**config.mk**
```make
export PLATFORM = sky130hd
export DESIGN_NAME = adaptive_uart_rx_deserializer
export DESIGN_NICKNAME = d
export VERILOG_FILES = /design/src/rtl/adaptive_uart_pkg.sv /design/src/rtl/hamming12_8_decoder.sv /design/src/rtl/adaptive_uart_rx_deserializer.sv
export SDC_FILE = /design/constraint.sdc
export NUM_CORES = 1
export LEC_CHECK = 0
export ABC_AREA = 1
export BUFFER_PORTS_ARGS = -buffer_cell sky130_fd_sc_hd__buf_2
export CAP_MARGIN = 15
export CORE_UTILIZATION = 55
export CTS_BUF_LIST = sky130_fd_sc_hd__clkbuf_4 sky130_fd_sc_hd__clkbuf_8
export DETAILED_ROUTE_END_ITERATION = 12
export PLACE_DENSITY = 0.78
export SLEW_MARGIN = 20
export SYNTH_ARGS = -nofsm -noshare
export SYNTH_HDL_FRONTEND = slang
export SYNTH_HIERARCHICAL = 1
export SYNTH_SLANG_ARGS = --single-unit
export TNS_END_PERCENT = 100
```
**constraint.sdc**
```tcl
create_clock -name clk -period 1.35 [get_ports clk]
set_input_delay 0.135 -clock clk [delete_from_list [all_inputs] [get_ports clk]]
set_output_delay 0.135 -clock clk [all_outputs]
set_load 0.01 [all_outputs]
```
**src/rtl/adaptive_uart_pkg.sv**
```systemverilog
// Shared definitions for the adaptive UART SerDes: the receive FSM states,
// the frame widths, and the Hamming(12,8) data-bit positions.
package adaptive_uart_pkg;

  localparam int CODEWORD_W = 12;
  localparam int DATA_W     = 8;

  typedef enum logic [2:0] {
    IDLE   = 3'd0,
    START  = 3'd1,
    DATA   = 3'd2,
    PARITY = 3'd3,
    STOP   = 3'd4,
    DECODE = 3'd5
  } rx_state_t;

  // 1-based Hamming positions of d0..d7
  localparam int unsigned DATA_POS [DATA_W] = '{3, 5, 6, 7, 9, 10, 11, 12};

endpackage

```
**src/rtl/hamming12_8_decoder.sv**
```systemverilog
// Combinational Hamming(12,8) decoder: computes the syndrome, corrects a single
// flipped position, and flags syndromes 13-15 as uncorrectable (data passes raw).
module hamming12_8_decoder
  import adaptive_uart_pkg::*;
(
  input  logic [CODEWORD_W-1:0] i_codeword,
  output logic [DATA_W-1:0]     o_data,
  output logic                  o_err_corrected,
  output logic                  o_err_uncorrectable
);

  logic [3:0]            w_syn;
  logic [CODEWORD_W-1:0] w_fixed;

  always_comb begin
    w_syn   = '0;
    w_fixed = i_codeword;
    o_data  = '0;
    for (int p = 1; p <= CODEWORD_W; p++) begin
      if (i_codeword[p-1]) w_syn = w_syn ^ 4'(p);
    end
    for (int p = 1; p <= CODEWORD_W; p++) begin
      if (w_syn == 4'(p)) w_fixed[p-1] = ~i_codeword[p-1];
    end
    o_err_corrected     = (w_syn != 4'd0) && (w_syn <= 4'(CODEWORD_W));
    o_err_uncorrectable = (w_syn > 4'(CODEWORD_W));
    for (int i = 0; i < DATA_W; i++) begin
      o_data[i] = w_fixed[DATA_POS[i]-1];
    end
  end

endmodule

```
**src/rtl/adaptive_uart_rx_deserializer.sv**
```systemverilog
// UART receiver for Hamming(12,8) frames: start, 12 bits LSB first, optional
// parity (RX_PARITY_EN), stop. Strobes the corrected byte one cycle after the stop sample.
module adaptive_uart_rx_deserializer
  import adaptive_uart_pkg::*;
#(
  parameter int CLKS_PER_BIT = 16,
  parameter int SYNC_STAGES  = 2
) (
  input  logic                  clk,
  input  logic                  rst,
  input  logic                  rx,
  input  logic                  idle_mode,
  output logic [DATA_W-1:0]     data_8b_out,
  output logic                  data_valid,
  output logic [CODEWORD_W-1:0] encoded_data,
  output logic                  err_corrected,
  output logic                  err_uncorrectable,
  output logic                  frame_err,
  output logic                  parity_err,
  output logic                  busy
);

  localparam int CW = $clog2(CLKS_PER_BIT);
  localparam logic [CW-1:0] HALF_TC  = CW'(CLKS_PER_BIT/2 - 1);
  localparam logic [CW-1:0] FULL_TC  = CW'(CLKS_PER_BIT - 1);
  localparam logic [3:0]    LAST_BIT = 4'(CODEWORD_W - 1);

  rx_state_t             r_state;
  logic [SYNC_STAGES-1:0] r_sync;
  logic                  r_rx_d;
  logic                  r_armed;
  logic [CW-1:0]         r_cnt;
  logic [3:0]            r_bit;
  logic [CODEWORD_W-1:0] r_cw;
  logic [DATA_W-1:0]     r_data;
  logic [CODEWORD_W-1:0] r_enc;
  logic                  r_corr;
  logic                  r_uncorr;
  logic                  r_frame_err;
  logic                  r_data_valid;
`ifdef RX_PARITY_EN
  logic                  r_par_bit;
  logic                  r_parity_err;
`endif

  logic                  w_rx;
  logic                  w_tick;
  logic [DATA_W-1:0]     w_dec_data;
  logic                  w_dec_corr;
  logic                  w_dec_uncorr;

  assign w_rx   = r_sync[SYNC_STAGES-1];
  assign w_tick = (r_cnt == FULL_TC);

  hamming12_8_decoder u_dec (
    .i_codeword          (r_cw),
    .o_data              (w_dec_data),
    .o_err_corrected     (w_dec_corr),
    .o_err_uncorrectable (w_dec_uncorr)
  );

  always_ff @(posedge clk) begin
    if (rst) begin
      r_sync       <= '1;
      r_rx_d       <= 1'b1;
      r_armed      <= 1'b1;
      r_state      <= IDLE;
      r_cnt        <= '0;
      r_bit        <= '0;
      r_cw         <= '0;
      r_data       <= '0;
      r_enc        <= '0;
      r_corr       <= 1'b0;
      r_uncorr     <= 1'b0;
      r_frame_err  <= 1'b0;
      r_data_valid <= 1'b0;
`ifdef RX_PARITY_EN
      r_par_bit    <= 1'b0;
      r_parity_err <= 1'b0;
`endif
    end else begin
      r_sync[0] <= rx;
      for (int i = 1; i < SYNC_STAGES; i++) r_sync[i] <= r_sync[i-1];
      r_rx_d       <= w_rx;
      r_data_valid <= 1'b0;
      if (w_rx) r_armed <= 1'b1;

      // idle_mode overrides any terminal count reached this cycle
      if (idle_mode) begin
        r_state <= IDLE;
      end else begin
        case (r_state)
          IDLE: begin
            if (r_armed && r_rx_d && !w_rx) begin
              r_state <= START;
              r_cnt   <= '0;
            end
          end
          START: begin
            if (r_cnt == HALF_TC) begin
              r_cnt   <= '0;
              r_bit   <= '0;
              r_state <= w_rx ? IDLE : DATA;
            end else begin
              r_cnt <= r_cnt + 1'b1;
            end
          end
          DATA: begin
            if (w_tick) begin
              r_cnt       <= '0;
              r_cw[r_bit] <= w_rx;
              if (r_bit == LAST_BIT) begin
`ifdef RX_PARITY_EN
                r_state <= PARITY;
`else
                r_state <= STOP;
`endif
              end else begin
                r_bit <= r_bit + 1'b1;
              end
            end else begin
              r_cnt <= r_cnt + 1'b1;
            end
          end
`ifdef RX_PARITY_EN
          PARITY: begin
            if (w_tick) begin
              r_cnt     <= '0;
              r_par_bit <= w_rx;
              r_state   <= STOP;
            end else begin
              r_cnt <= r_cnt + 1'b1;
            end
          end
`endif
          STOP: begin
            if (w_tick) begin
              r_cnt        <= '0;
              r_data       <= w_dec_data;
              r_enc        <= r_cw;
              r_corr       <= w_dec_corr;
              r_uncorr     <= w_dec_uncorr;
              r_frame_err  <= ~w_rx;
              r_data_valid <= 1'b1;
`ifdef RX_PARITY_EN
              r_parity_err <= r_par_bit ^ (^r_cw);
`endif
              // a low stop bit may be a break: wait for the line to go high again
              if (!w_rx) r_armed <= 1'b0;
              r_state <= DECODE;
            end else begin
              r_cnt <= r_cnt + 1'b1;
            end
          end
          DECODE:  r_state <= IDLE;
          default: r_state <= IDLE;
        endcase
      end
    end
  end

  assign data_8b_out       = r_data;
  assign data_valid        = r_data_valid;
  assign encoded_data      = r_enc;
  assign err_corrected     = r_corr;
  assign err_uncorrectable = r_uncorr;
  assign frame_err         = r_frame_err;
  assign busy              = (r_state != IDLE);
`ifdef RX_PARITY_EN
  assign parity_err        = r_parity_err;
`else
  assign parity_err        = 1'b0;
`endif

endmodule
```
==> reports/qor.yml <==
outcome: "finished with violations"
violations: "negative setup slack"
core.rowCount: 26
tightest_slew_ps: 566
yosysUniqueCellTypes: 34
skew_ps: 20.3
clk_pin_slew_ps: 110
synth-seq-cells: 51
worstSkewPairLatency_ps: 350
ff2ff_setup_slack_ps: -330
cts_made_buffers: 5
grt_pass1_wl_um: 12700
power_leakage_nw: 2.06
dpl.hpwl_um: 5410
rr_worst_depth: 11
drt-total-wl_um: 11900
start_util_pct: 57.7
wl_per_cell_um: 19.5
h-tree-depth: 2
max_slew_margin_pct: 62.2
nNetsFinal: 550
syn_area_per_cell_um2: 6.60
core_um2: 5140
startpoint_type: "register"
drt-initial-drc-count: 406
die_x_um: 75.4
rsz0062_at_grt: "true"
place_ws_ps: -237
portBuffers: 28
dp_cells: 575
ctsRootBufferMaster: "clkbuf_8"
cts_sinks: 51
num_antenna_cells: 0
async_flop_share_pct: 0
instances_no_fill: 612
viasPerCell: 6.09
hold_path.class: "in -> reg"
p_per_area_nw_per_um2: 642
netlist_instances: 449
finalSetupViolations: 47
drive_gt1_share_pct: 48.5
drtPass1Iterations: 5
cts_tree: "done"
max_freq_mhz: 596
syn_nets: 458
hold_violations: 0
place.gp.congestion: 0.911
synth_top_area_cell: "dfxtp_1"
hold_depth: 2
grt_overflow: 0
antenna_found_initial: 0
cts_buffer_depth: 2
vias: 3726
cp_max_fo: 6
period_share_pct: 124
period_needed_ps: 1680
synth_top_area_share_pct: 34.4
synth_ff_type: "dfxtp_1"
crit_arrival_ps: 1950
fp.dieH_um: 75.4
yosysSeqAreaShare_pct: 34.4
dieArea_um2: 5690
grt_usage_pct: 30.0
grt_pass1_vias: 2954
yosys-top-cells-area: "dfxtp_1, nand2_1, nor2_1"
maxSlewViolCount: 0
grt_max_degree: 36
maxCapViolCount: 0
required_ps: 1620
peakVddDrop_mv: 0.743
fin_ws_ps: -328
ios: 30
route.detailed.drc: 0
crit_type: "reg -> reg"
ant_nets: 0
end_kind: "register"
synthesis.area_um2: 2960
area_delta_synth_final_pct: 48.5
synth-edff-count: 0
yosysWarnings: 6
cell usage after synthesis, types with 2 or more instances:
master	number
o21ai_0	29
inv_2	9
nor2_1	75
buf_4	2
nand3_1	30
nand2_2	15
nor3_1	2
nand3_2	2
or2_2	2
dfxtp_1	51
nor2_2	6
nor3_4	2
buf_6	4
buf_2	2
xnor2_1	3
nand4_1	11
xor2_1	5
a21oi_1	19
ha_1	5
clkbuf_1	4
nand2_1	114
o21ai_1	3
nor2_4	3
inv_1	37
o21bai_1	5
cells by family after synthesis:
group / synth area share (%)
and+or+nand+nor: 40.8
buffers and inverters: 10.0
AOI/OAI and AO/OA: 10.2
DFF: 34.4
xor gates and xnor gates: 2.36
adders and majority gates: 2.11
other: 0.127
worst paths after layout:
| kind | start | end |
|---|---|---|
| setup reg to reg | r_cw[4]$_SDFFE_PP0P_ | err_uncorrectable$_SDFFE_PP0P_ |
| setup / recovery | r_cw[4]$_SDFFE_PP0P_ | err_uncorrectable$_SDFFE_PP0P_ |
| hold reg to reg | r_sync[0]$_SDFF_PP1_ | r_sync[1]$_SDFF_PP1_ |
| hold / removal | rst | r_sync[0]$_SDFF_PP1_ |
cell usage in the layout, fill, tap and decap left out, drive strengths merged:
cell type	Yosys	layout
nor2	84	84
nor3	4	4
ha	5	5
clkinv	0	2
a21oi	19	19
dfxtp	51	51
xnor2	3	3
xor2	5	5
nand3	33	33
conb	1	1
o21bai	5	5
o21ai	33	33
nand4	11	11
nand2	130	130
nand3b	1	1
clkbuf	5	6
inv	47	49
buf	10	97
dlygate4sd3	0	1
or2	2	2
metal layers:
layer	GRT usage [%]	routed length, um
met5	0	0
met4	22.6	949
met3	5.69	1020
met2	55.8	6040
met1	29.3	3930
through the flow:
| stage | hold WS [ps] | utilization (%) | TNS [ps] | area [um^2] | total power, W |
|---|---|---|---|---|---|
| 4_1_cts | 104 | 76.2 | -2830 | 3920 | 0.00271 |
| 3_5_place_dp | 322 | 67.4 | -3040 | 3470 | 0.00176 |
| 3_3_place_gp | 316 | 67.4 | -2320 | 3470 | 0.00175 |
| 2_1_floorplan | 204 | - | -232 | 3000 | 0.00169 |
| 5_1_grt | 102 | 85.6 | -11210 | 4400 | 0.00289 |
| 6_report | 117 | 85.6 | -9290 | 4400 | 0.00283 |
what timing repair did:
| action | in CTS | in global routing |
|---|---|---|
| cloned | 2 | 2 |
| setup buffers | 13 | 12 |
| pin swaps | 37 | 46 |
| hold endpoints to repair | 1 | 0 |
| resized for setup | 66 | 119 |
| hold buffers | 1 | 0 |
| setup endpoints to repair | 35 | 48 |
worst max-delay path, stage by stage (launching register included):
cell,delay (ps)
dfxtp_4,420
inv_4,60
nand2_1,70
nand2_1,80
nand2_1,120
nand3_1,150
nand2_4,190
nor2_4,70
buf_4,130
nor3_2,150
nor2_1,70
nor2_1,100
power by group:
part	total [W]	internal (W)	leakage, nW	switching, W
logic	0.000287	0.000103	1.59	0.000184
clock network	0.00102	0.000384	0.0491	0.000636
registers	0.00152	0.00150	0.423	0.0000182
cell type report:
type                            instances  area [um^2]
Clock inverter                          3         26.3
Fill cell                             269          739
Timing Repair inverter                  1         11.3
Tap cell                               70         87.6
Inverter                               47          209
Sequential cell                        51         1070
Clock buffer                            5         68.8
Timing Repair Buffer                   99          806
Multi-Input combinational cell        336         2120
flip-flops by register name, summed over array words and instances, names as in the netlist:
name and count:
data_8b_out 8, data_valid 1, encoded_data 12, err_corrected 1
err_uncorrectable 1, frame_err 1, r_armed 1, r_bit 4
r_cnt 4, r_cw 12, r_rx_d 1, r_state 3
r_sync 2
Note: power is estimated with default switching activity, not from simulation.
